File: src/rtl/sma_generator_pkg.sv
// Shared types and constants for the SMA producer: window lengths, exact
// reciprocals for the per-window floor division, and FSM state encoding.
package sma_pkg;
  localparam int DATA_WIDTH  = 8;
  localparam int NUM_WIN     = 6;
  localparam int SUM_W       = 16;
  localparam int CNT_W       = 8;
  localparam int WARM_CNT    = 200;
  localparam int RECIP_SHIFT = 24;
  localparam int RECIP_W     = 22;

  typedef logic [DATA_WIDTH-1:0] price_t;
  typedef logic [SUM_W-1:0]      sum_t;
  typedef logic [2:0]            win_idx_t;

  typedef enum logic [1:0] {IDLE, UPDATE, PUBLISH} sma_state_t;

  localparam logic [7:0] WIN_LEN [NUM_WIN] = '{8'd5, 8'd10, 8'd20, 8'd50, 8'd100, 8'd200};

  // ceil(2^24/N): the rounding error e=M*N-2^24 is < N <= 200, so x*e < 2^24
  // for every sum x <= 51000, which makes (x*M)>>24 exactly floor(x/N).
  localparam logic [RECIP_W-1:0] WIN_RECIP [NUM_WIN] =
    '{22'd3355444, 22'd1677722, 22'd838861, 22'd335545, 22'd167773, 22'd83887};

  function automatic price_t win_avg(input sum_t s, input win_idx_t k);
    logic [SUM_W+RECIP_W-1:0] prod;
    prod = s * WIN_RECIP[k];
    return price_t'(prod >> RECIP_SHIFT);
  endfunction
endpackage

File: src/rtl/sma_generator_if.sv
// Price input handshake plus the published SMA set; master is the producer.
interface sma_generator_if;
  import sma_pkg::*;
  logic   price_valid;
  price_t price;
  logic   price_ready;
  price_t data_5;
  price_t data_10;
  price_t data_20;
  price_t data_50;
  price_t data_100;
  price_t data_200;
  logic   data_valid_pre;
  logic   sma_warm;

  modport master (
    input  price_valid, price,
    output price_ready, data_5, data_10, data_20, data_50, data_100, data_200,
           data_valid_pre, sma_warm
  );
  modport slave (
    output price_valid, price,
    input  price_ready, data_5, data_10, data_20, data_50, data_100, data_200,
           data_valid_pre, sma_warm
  );
endinterface

File: src/rtl/sma_history_ram.sv
// Price history: one synchronous write port, one combinational read port.
// Contents are never reset; the sample count decides which entries are live.
module sma_history_ram
  import sma_pkg::*;
#(
  parameter int DEPTH = 256
) (
  input  logic                     clk,
  input  logic                     wr_en,
  input  logic [$clog2(DEPTH)-1:0] wr_addr,
  input  price_t                   wr_dat,
  input  logic [$clog2(DEPTH)-1:0] rd_addr,
  output price_t                   rd_dat
);
  price_t mem [DEPTH];

  always_ff @(posedge clk) begin
    if (wr_en) mem[wr_addr] <= wr_dat;
  end

  assign rd_dat = mem[rd_addr];
endmodule

File: src/rtl/sma_generator.sv
// 5/10/20/50/100/200-sample moving averages over an 8-bit price stream.
// Strobe 7 clocks after accept; price_ready is low for 8 clocks per sample.
module sma_generator
  import sma_pkg::*;
#(
  parameter int HIST_DEPTH = 256
) (
  input  logic            clk,
  input  logic            rst_n,
  sma_generator_if.master sma
);
  localparam int AW = $clog2(HIST_DEPTH);
  typedef logic [AW-1:0] addr_t;

  // Saturates one past the longest window so the 200 window keeps retiring samples.
  localparam logic [CNT_W-1:0] CNT_MAX = CNT_W'(WARM_CNT + 1);

  sma_state_t       state_q, state_d;
  win_idx_t         k_q, k_d;
  addr_t            wp_q, wp_d;
  logic [CNT_W-1:0] cnt_q, cnt_d;
  price_t           price_q, price_d;
  sum_t             sum_q [NUM_WIN];
  sum_t             sum_d [NUM_WIN];
  price_t           shadow_q [NUM_WIN];
  price_t           shadow_d [NUM_WIN];
  price_t           data_q [NUM_WIN];
  price_t           data_d [NUM_WIN];
  logic             vld_q, vld_d;
  logic             warm_q, warm_d;

  logic       accept;
  addr_t      rd_addr;
  price_t     rd_dat;
  price_t     leaving;
  sum_t       sum_new;
  logic [7:0] win_n;

  assign sma.price_ready = (state_q == IDLE) && !vld_q;
  assign accept          = sma.price_valid && sma.price_ready;

  sma_history_ram #(.DEPTH(HIST_DEPTH)) u_ram (
    .clk     (clk),
    .wr_en   (accept),
    .wr_addr (wp_q),
    .wr_dat  (sma.price),
    .rd_addr (rd_addr),
    .rd_dat  (rd_dat)
  );

  always_comb begin
    win_n    = WIN_LEN[k_q];
    rd_addr  = wp_q - addr_t'(1) - addr_t'(win_n);
    leaving  = (cnt_q > win_n) ? rd_dat : '0;
    sum_new  = sum_q[k_q] + sum_t'(price_q) - sum_t'(leaving);

    state_d  = state_q;
    k_d      = k_q;
    wp_d     = wp_q;
    cnt_d    = cnt_q;
    price_d  = price_q;
    sum_d    = sum_q;
    shadow_d = shadow_q;
    data_d   = data_q;
    vld_d    = 1'b0;
    warm_d   = warm_q;

    case (state_q)
      IDLE: begin
        if (accept) begin
          wp_d    = wp_q + addr_t'(1);
          cnt_d   = (cnt_q == CNT_MAX) ? cnt_q : cnt_q + CNT_W'(1);
          price_d = sma.price;
          k_d     = '0;
          state_d = UPDATE;
        end
      end
      UPDATE: begin
        sum_d[k_q]    = sum_new;
        shadow_d[k_q] = win_avg(sum_new, k_q);
        if (k_q == win_idx_t'(NUM_WIN - 1)) state_d = PUBLISH;
        else                                k_d     = k_q + win_idx_t'(1);
      end
      PUBLISH: begin
        data_d  = shadow_q;
        vld_d   = 1'b1;
        warm_d  = (cnt_q >= CNT_W'(WARM_CNT));
        k_d     = '0;
        state_d = IDLE;
      end
      default: state_d = IDLE;
    endcase
  end

  always_ff @(posedge clk or negedge rst_n) begin
    if (!rst_n) begin
      state_q  <= IDLE;
      k_q      <= '0;
      wp_q     <= '0;
      cnt_q    <= '0;
      price_q  <= '0;
      sum_q    <= '{default: '0};
      shadow_q <= '{default: '0};
      data_q   <= '{default: '0};
      vld_q    <= 1'b0;
      warm_q   <= 1'b0;
    end else begin
      state_q  <= state_d;
      k_q      <= k_d;
      wp_q     <= wp_d;
      cnt_q    <= cnt_d;
      price_q  <= price_d;
      sum_q    <= sum_d;
      shadow_q <= shadow_d;
      data_q   <= data_d;
      vld_q    <= vld_d;
      warm_q   <= warm_d;
    end
  end

  assign sma.data_5         = data_q[0];
  assign sma.data_10        = data_q[1];
  assign sma.data_20        = data_q[2];
  assign sma.data_50        = data_q[3];
  assign sma.data_100       = data_q[4];
  assign sma.data_200       = data_q[5];
  assign sma.data_valid_pre = vld_q;
  assign sma.sma_warm       = warm_q;
endmodule

File: src/flat_wrapper.sv
// flat-port wrapper written by rule: the top's interface ports become plain ports
module sma_generator_flat import sma_pkg::*;
#(
  parameter int HIST_DEPTH = 256
)
  (clk, rst_n, sma_price_valid, sma_price, sma_price_ready, sma_data_5, sma_data_10, sma_data_20, sma_data_50, sma_data_100, sma_data_200, sma_data_valid_pre, sma_sma_warm);
  sma_generator_if sma_i ();
  input  logic clk;
  input  logic rst_n;
  input wire logic [$bits(sma_i.price_valid)-1:0] sma_price_valid;
  input wire logic [$bits(sma_i.price)-1:0] sma_price;
  output wire logic [$bits(sma_i.price_ready)-1:0] sma_price_ready;
  output wire logic [$bits(sma_i.data_5)-1:0] sma_data_5;
  output wire logic [$bits(sma_i.data_10)-1:0] sma_data_10;
  output wire logic [$bits(sma_i.data_20)-1:0] sma_data_20;
  output wire logic [$bits(sma_i.data_50)-1:0] sma_data_50;
  output wire logic [$bits(sma_i.data_100)-1:0] sma_data_100;
  output wire logic [$bits(sma_i.data_200)-1:0] sma_data_200;
  output wire logic [$bits(sma_i.data_valid_pre)-1:0] sma_data_valid_pre;
  output wire logic [$bits(sma_i.sma_warm)-1:0] sma_sma_warm;
  assign sma_i.price_valid = sma_price_valid;
  assign sma_i.price = sma_price;
  assign sma_price_ready = sma_i.price_ready;
  assign sma_data_5 = sma_i.data_5;
  assign sma_data_10 = sma_i.data_10;
  assign sma_data_20 = sma_i.data_20;
  assign sma_data_50 = sma_i.data_50;
  assign sma_data_100 = sma_i.data_100;
  assign sma_data_200 = sma_i.data_200;
  assign sma_data_valid_pre = sma_i.data_valid_pre;
  assign sma_sma_warm = sma_i.sma_warm;
  sma_generator #(.HIST_DEPTH(HIST_DEPTH)) u_core (.clk(clk), .rst_n(rst_n), .sma(sma_i));
endmodule
File: config.mk
export PLATFORM = sky130hd
export DESIGN_NAME = sma_generator_flat
export DESIGN_NICKNAME = d
export VERILOG_FILES = /design/src/rtl/sma_generator_pkg.sv /design/src/rtl/sma_generator_if.sv /design/src/rtl/sma_history_ram.sv /design/src/rtl/sma_generator.sv /design/src/flat_wrapper.sv
export SDC_FILE = /design/constraint.sdc
export NUM_CORES = 2
export LEC_CHECK = 0
export CAP_MARGIN = 20
export CORE_UTILIZATION = 45
export CTS_CLUSTER_SIZE = 30
export DETAILED_ROUTE_END_ITERATION = 12
export MAX_ROUTING_LAYER = met4
export REMOVE_ABC_BUFFERS = 1
export SYNTH_ARGS = -nofsm -noshare
export SYNTH_HDL_FRONTEND = slang
export SYNTH_SLANG_ARGS = --single-unit
File: constraint.sdc
create_clock -name clk -period 15.25 [get_ports clk]
set_clock_uncertainty 0.1 [all_clocks]
set_input_delay 3.05 -clock clk [delete_from_list [all_inputs] [get_ports clk]]
set_output_delay 3.05 -clock clk [all_outputs]
set_load 0.02 [all_outputs]
==> After elaboration in Yosys (flattened, before gate mapping) <==
Memories as Yosys holds them, arrays and structs flattened.
Cells that the tools add are included.
{ "totals": {"register_bits": 223, "latch_bits": 0, "ramBits": 2048, "romBits": 240, "in_bits": 11, "output_inout_bits": 51, "word_cells": 82, "memories": 3} }
{ "op_classes": {"addsub": 7, "mul": 1, "div": 0, "magnitude_cmp": 4, "n_eq_ne": 7, "n_shift": 0, "mux": 23, "bitwise_logic": 2, "n_reduce_logical": 10} }
{ "memory_table": {"columns": ["name", "depth", "word_bits", "read_ports", "rd_ports_with_merged_regs", "write_ports", "line", "text"], "rows": [
  ["u_core.u_ram.mem", 256, 8, 1, 0, 1, "sma_history_ram.sv:15", "price_t mem [DEPTH];"],
  ["(no name shown)", 8, 22, 1, 0, 0, "sma_generator_pkg.sv:27", "prod = s * WIN_RECIP[k];"],
  ["(no name shown)", 8, 8, 1, 0, 0, "sma_generator.sv:52", "win_n = WIN_LEN[k_q];"]
]} }
{ "op_table": {"columns": ["operator", "n"], "rows": [
  ["bitwise mux 96 bit", 1],
  ["binary-select mux 16 bit (select 3 bit)", 1],
  ["bitwise mux 48 bit", 1],
  ["demux 16 bit (select 3 bit)", 1],
  ["2-to-1 mux 16 bit", 3],
  ["2-to-1 mux 22 bit", 2],
  ["multiplier 16 x 22 -> 32 bit", 1],
  ["2-to-1 mux 8 bit", 4],
  ["demux 8 bit (select 3 bit)", 1],
  ["adder 16 x 8 -> 16 bit", 1],
  ["adder 8 x 1 -> 8 bit, second input constant", 2],
  ["subtractor 16 x 8 -> 16 bit", 1],
  ["case mux 3 bit (3 select lines)", 1],
  ["equality test 8 bit, second input constant", 1],
  ["greater-or-equal comparator 8 bit, second input constant", 1],
  ["> comparator 8 bit", 1],
  ["subtractor 8 x 1 -> 8 bit, second input constant", 1],
  ["subtractor 8 bit", 1],
  ["2-to-1 mux 3 bit", 2],
  ["AND reduction 3 bit", 2],
  ["greater-or-equal comparator 4 bit, second input constant", 1],
  ["< comparator 4 x 1 -> 1 bit, second input constant", 1],
  ["2-to-1 mux 2 bit", 2],
  ["inequality test 2 x 1 -> 1 bit, second input constant", 2],
  ["other kinds (14)", 19]
]} }

==> Depth between registers and ports, before layout <==
An unclocked memory read counts as a cell.
{ "depth": {"ltp_word": 10, "depth_mapped": 52, "ltp_nobuf": 46} }

==> Hierarchy <==
A second synthesis with hierarchy kept.
{ "hier_totals": {"cells_unflattened": 5822, "area_unflattened_um2": 99758.2} }
{ "modules_own_cells": {"columns": ["mod", "instances", "cells_each", "area_each_um2", "seq_area_each_um2"], "rows": [
  ["sma_history_ram", 1, 3725, 79396.1, 61499.0],
  ["sma_generator", 1, 2097, 20362.0, 5580.4]
]} }

==> Worst setup path after synthesis <==
No wires, ideal clock.
{ "synth_timing": {"path_type": "flip-flop to flip-flop", "from": "reg u_core.k_q[1]", "to": "reg u_core.shadow_q[7] (netlist bit)", "setup_ps": 129, "arrival_time_ps": 12163, "required_ps": 15021, "slack_ps": 2858, "stages_incl_launch_ff": 48, "synth_period_minus_slack_ps": 12392, "cell_sequence": "dfrtp_1 -> clkbuf_1 -> inv_1 -> clkbuf_1 -> ha_1 -> nand2_1 -> ha_1 -> fa_1 -> buf_2 -> clkbuf_1 -> clkbuf_1 -> clkbuf_1 -> mux4_2 -> mux2i_1 -> a21oi_1 -> mux4_2 -> mux2i_1 -> o22ai_1 -> (+12 left out) -> fa_1 -> fa_1 -> fa_1 -> fa_1 -> fa_1 -> inv_1 -> fa_1 -> inv_1 -> ha_1 -> a21o_1 -> a21oi_1 -> o21ai_0 -> a221oi_1 -> o211ai_2 -> a311oi_1 -> xnor3_1 -> xnor3_2 -> o21ai_2"} }
{ "synth_via": {"elab_chain_cells": 10, "elab_cells_between_ends": 23, "classes_between": "add/sub (3); mul (1); order compare (3); mux (11); bitwise (1); reduce/logical (1); memory (3)"} }
{ "synth_lines": {"columns": ["element", "line", "text"], "rows": [
  ["from (decl)", "sma_generator.sv:19", "win_idx_t k_q, k_d;"],
  ["from (signal assigned)", "sma_generator.sv:109", "k_q <= k_d;"],
  ["NOT 3 -> 4 bit (not written as such) (*)", null, null],
  ["memory (8 x 8 bit)", null, null],
  ["2-to-1 mux 8 bit (not written as such) (2 in a row)", "sma_generator.sv:52", null],
  ["subtractor 8 bit", "sma_generator.sv:53", "rd_addr = wp_q - addr_t'(1) - addr_t'(win_n);"],
  ["memory (256 x 8 bit)", null, null],
  ["2-to-1 mux 8 bit", "sma_generator.sv:54", "leaving = (cnt_q > win_n) ? rd_dat : '0;"],
  ["subtractor 16 x 8 -> 16 bit", "sma_generator.sv:55", "sum_new = sum_q[k_q] + sum_t'(price_q) - sum_t'(leaving);"],
  ["multiplier 16 x 22 -> 32 bit", "sma_generator_pkg.sv:27", null],
  ["bitwise mux 48 bit (*)", "sma_generator.sv:80", "shadow_d[k_q] = win_avg(sum_new, k_q);"],
  ["to (signal assigned)", "sma_generator.sv:114", "shadow_q <= shadow_d;"],
  ["to (decl)", "sma_generator.sv:25", "price_t shadow_q [NUM_WIN];"]
]} }
Every way passes the cells marked *; elsewhere a longest branch is shown, timed or not. The select of a mux whose other input is x is not followed.
A chain may end at the register's enable or synchronous reset.

==> Final worst setup path <==
{ "layout_timing": {"from": "reg u_core.k_q[0]", "to": "reg u_core.shadow_q[31] (netlist bit)"} }
Same word-level chain as after synthesis.

==> impl_summary.txt <==
----------------------------------------------------
[Setup path]
  Reg2reg setup slack ... 0.88 ns
  CP delay by family, top ... adder cells
  Crit path max fanout ... 39
  CP bufs+invs ... 8
  CP startpoint kind ... flop
  Crit path DAT ... 15.05 ns
  Slowest cell delay on critical path ... approximately 0.90 ns
  CP endpoint kind ... flop
  Max stage delay cell, worst path ... fa_4
  Class of the most critical setup path ... reg2reg
  Data required time of the critical path ... 15.94 ns
  Worst reg2reg path startpoint ... u_core.k_q[0]
  Most common cell type on the critical path ... fa_1
  Launch point of the critical path ... u_core.k_q[0]

[Worst hold path]
  Class of the worst hold path ... reg2reg
  Launch instance of the worst min-delay path ... u_core.sum_q[82]

[Route]
  Routed Antenna Nets ... 0
  Number of DRC markers after the initial detailed-route iteration ... 4754
  Average wire per standard cell ... approximately 28 µm
  Vias after detailed routing ... 51.5k
  Routed WL ... 248 mm
  Initial DRT Pass Iterations ... 7
  DRC violations left ... 0
  Detailed-route vias per instance ... 5.71

[Synth]
  Adder-cell share of the synthesized area ... 6.98%
  Count of flip-flops with a built-in enable after synthesis ... 2048
  Area fraction in and, or, nand and nor cells after synthesis ... 4.28%
  Fraction of the mapped netlist area in compound gates ... 3.11%
  Post-synthesis area per instance ... 17.4 µm²
  Gate Count Post-Synth ... 5738
  Dominant combinational cell family by area after synthesis ... multiplexers
  Proportion of netlist area held by the largest area contributor ... 61.5%
  Number of storage elements in the synthesis netlist ... 2271
  Most used flip-flop cell after synthesis ... edfxtp_1
  Combined area of all synthesized cells ... 100000 µm²
  Top area cells in the synthesized netlist ... edfxtp_1, mux4_2, dfrtp_1
  Share of cell area taken by muxes after synthesis ... 15.2%
  Library cell with the highest instance count after synthesis ... edfxtp_1
  Share of the synthesized netlist area taken by xor and xnor gates ... 0.589%
  Unique masters post-synth ... 77
  Area leader, netlist ... edfxtp_1
  Share of flip-flops with an asynchronous set or reset after synthesis ... about a tenth
  Top cell types by occurrence after synthesis ... edfxtp_1, mux4_2, inv_1, nor2_1, nand2_1
  Number of warning messages in the yosys log ... 0
  Proportion of synthesized chip area in sequential cells ... 67.1%

[Final layout]
  Ratio of cells with drive above 1 in the final layout ... 19.7%
  Layout area overhead ... 11.9%
  Final nets ... 6275
  Fill count ... between 15k and 20k

[STA]
  Maximum frequency from static timing analysis ... 0.0696 GHz
  Headroom to the max-slew limit ... around 20%
  Min Hold Slack ... 0.376 ns
  Setup repair after global routing missed its margin ... no
  Number of failing setup endpoints in the final timing report ... 0
  Final hold violation count ... 0
  Max Slew Vio Count ... 0
  Time the final worst path needs with I/O delays and setup ... 14.37 ns
  Measured slew at the worst slew-check pin ... 1.21 ns
  Portion of the clock cycle consumed by the worst path in the final layout ... roughly 94%

[Global routing]
  Maximum number of pins on one net before global-route repair ... 150
  Initial antenna violation count ... 6
  Aggregate global routing overflow ... 0
  Via count of the first global-routing pass ... 53.4k
  Total global routing track utilization ... 23.2%
  First-pass GRT wire length ... 369 mm

[Outcome]
  Outcome ... finished, final reports clean

[Placed design]
  Final HPWL from detailed placement ... 153 mm
  Final estimated routing congestion in global placement ... 0.910
  Total of buffers placed on input and output ports ... 61

[Clocking]
  Post-CTS Hold Fix Bufs ... 0
  Clk_lat worst skew ... 0.87 ns
  Max H-tree Level ... 4
  Clock-pin slew on the worst setup and hold paths ... 0.06 ns
  TritonCTS sink count ... 2271
  Clock root buffer ... clkbuf_16
  Bufs on Longest Clock Path ... 3
  Setup fix buffers added after clock tree synthesis ... 0
  Clock tree from TritonCTS ... done
  Total of cells resized after clock tree synthesis ... 0
  Number of buffers created by CTS ... 221

[Floorplan]
  Width of the die ... 473 µm
  Die Footprint ... between 200000 and 250000 µm²
  Count of pins on the block boundary ... 62
  Die outline height ... between 400 and 500 µm
  Std-Cell Rows ... between 150 and 200
  Starting utilization of the core area ... 45.4%
  Core Region ... 220000 µm²

[Run]
  Max-capacitance violation count ... 0

----------------------------------------------------
==> worst paths after layout <==
path	endpoint	cells after the start
max	u_core.shadow_q[31]	44
min	u_core.sum_q[82]	2
max reg2reg	u_core.shadow_q[31]	44
min reg2reg	u_core.sum_q[82]	2
max in group asynchronous	u_core.sum_q[93]	3
min in group asynchronous	u_core.sma.data_200[1]	1
==> cell usage in the layout (no fill, tap or decap), drive strengths merged, types with 4 or more instances in the layout <==
cell type         n
ha              121
o21bai            4
dfrtp           223
nand2           371
fa              273
nand4             4
and2              4
a21o              8
xnor2            39
o21ai           143
clkinv           91
o21a              5
a211oi          133
nor3             14
nand3            43
a21oi           163
xor2             17
edfxtp         2048
nor2            378
inv             391
mux4            551
a221o             7
nor2b           142
or3               4
mux2            105
or2               5
nand2b            5
diode             4
mux2i           162
clkinvlp          9
and3              6
a31oi             4
clkdlybuf4s50    52
o22ai             7
buf             179
bufinv           17
clkbuf          286
o31ai             7
==> cells by family after synthesis <==
family,after synthesis
buf+inv,705
flops,2271
mux,818
compound gates,502
fa+ha+maj,394
xor+xnor,59
simple gates,989
==> state kept, by name, indices dropped and copies added (netlist names) <==
signal                     count
u_core.shadow_q               48
u_core.u_ram.mem            2048
u_core.state_q                 2
u_core.cnt_q                   8
u_core.sma.data_200            8
u_core.sum_q                  96
u_core.sma.data_10             8
u_core.sma.data_valid_pre      1
u_core.sma.sma_warm            1
u_core.sma.data_20             8
u_core.sma.data_5              8
u_core.wp_q                    8
u_core.sma.data_50             8
u_core.k_q                     3
u_core.sma.data_100            8
u_core.price_q                 8
==> tightest hold or removal path: stages (launching register included) <==
cell and delay [ns]:
dfrtp_1 0.34, nand2_1 0.04, o21ai_0 0.06
==> through the flow <==
stage	instances	utilization, %	worst slack [ns]	instance area (µm²)	TNS, ns
after floorplan	5416	-	-16.06	98700	-1758.37
after global placement	8603	47.6	1.15	105000	0
after detailed placement	8603	47.6	0.950	105000	0
after CTS	9014	50.8	0.910	112000	0
after global routing	9018	50.8	0.253	112000	0
final	9020	50.8	0.883	112000	0
==> layout make-up <==
class,instances,area (µm²),area share (%)
Timing Repair Buffer,231,2290,2.05
Multi-Input combinational cell,2762,30400,27.1
Inverter,383,1440,1.29
Tap cell,2958,3700,3.31
Clock buffer,286,5900,5.27
Clock inverter,125,1150,1.03
Sequential cell,2271,67100,59.9
Antenna cell,4,10.0,0.00894
==> layer usage <==
| metal | vias to the layer above | track usage [%] | wire length, µm |
|---|---|---|---|
| met5 | - | - | 0 |
| met4 | 0 | 6.66 | 7080 |
| met3 | 396 | 3.19 | 14100 |
| met2 | 1679 | 36.8 | 122000 |
| met1 | 27351 | 31.5 | 106000 |
| li1 | 22076 | - | - |
Power is left out: the tool's default activity adds up to more than one toggle a clock period on the data nets, which glitch-free logic cannot reach.
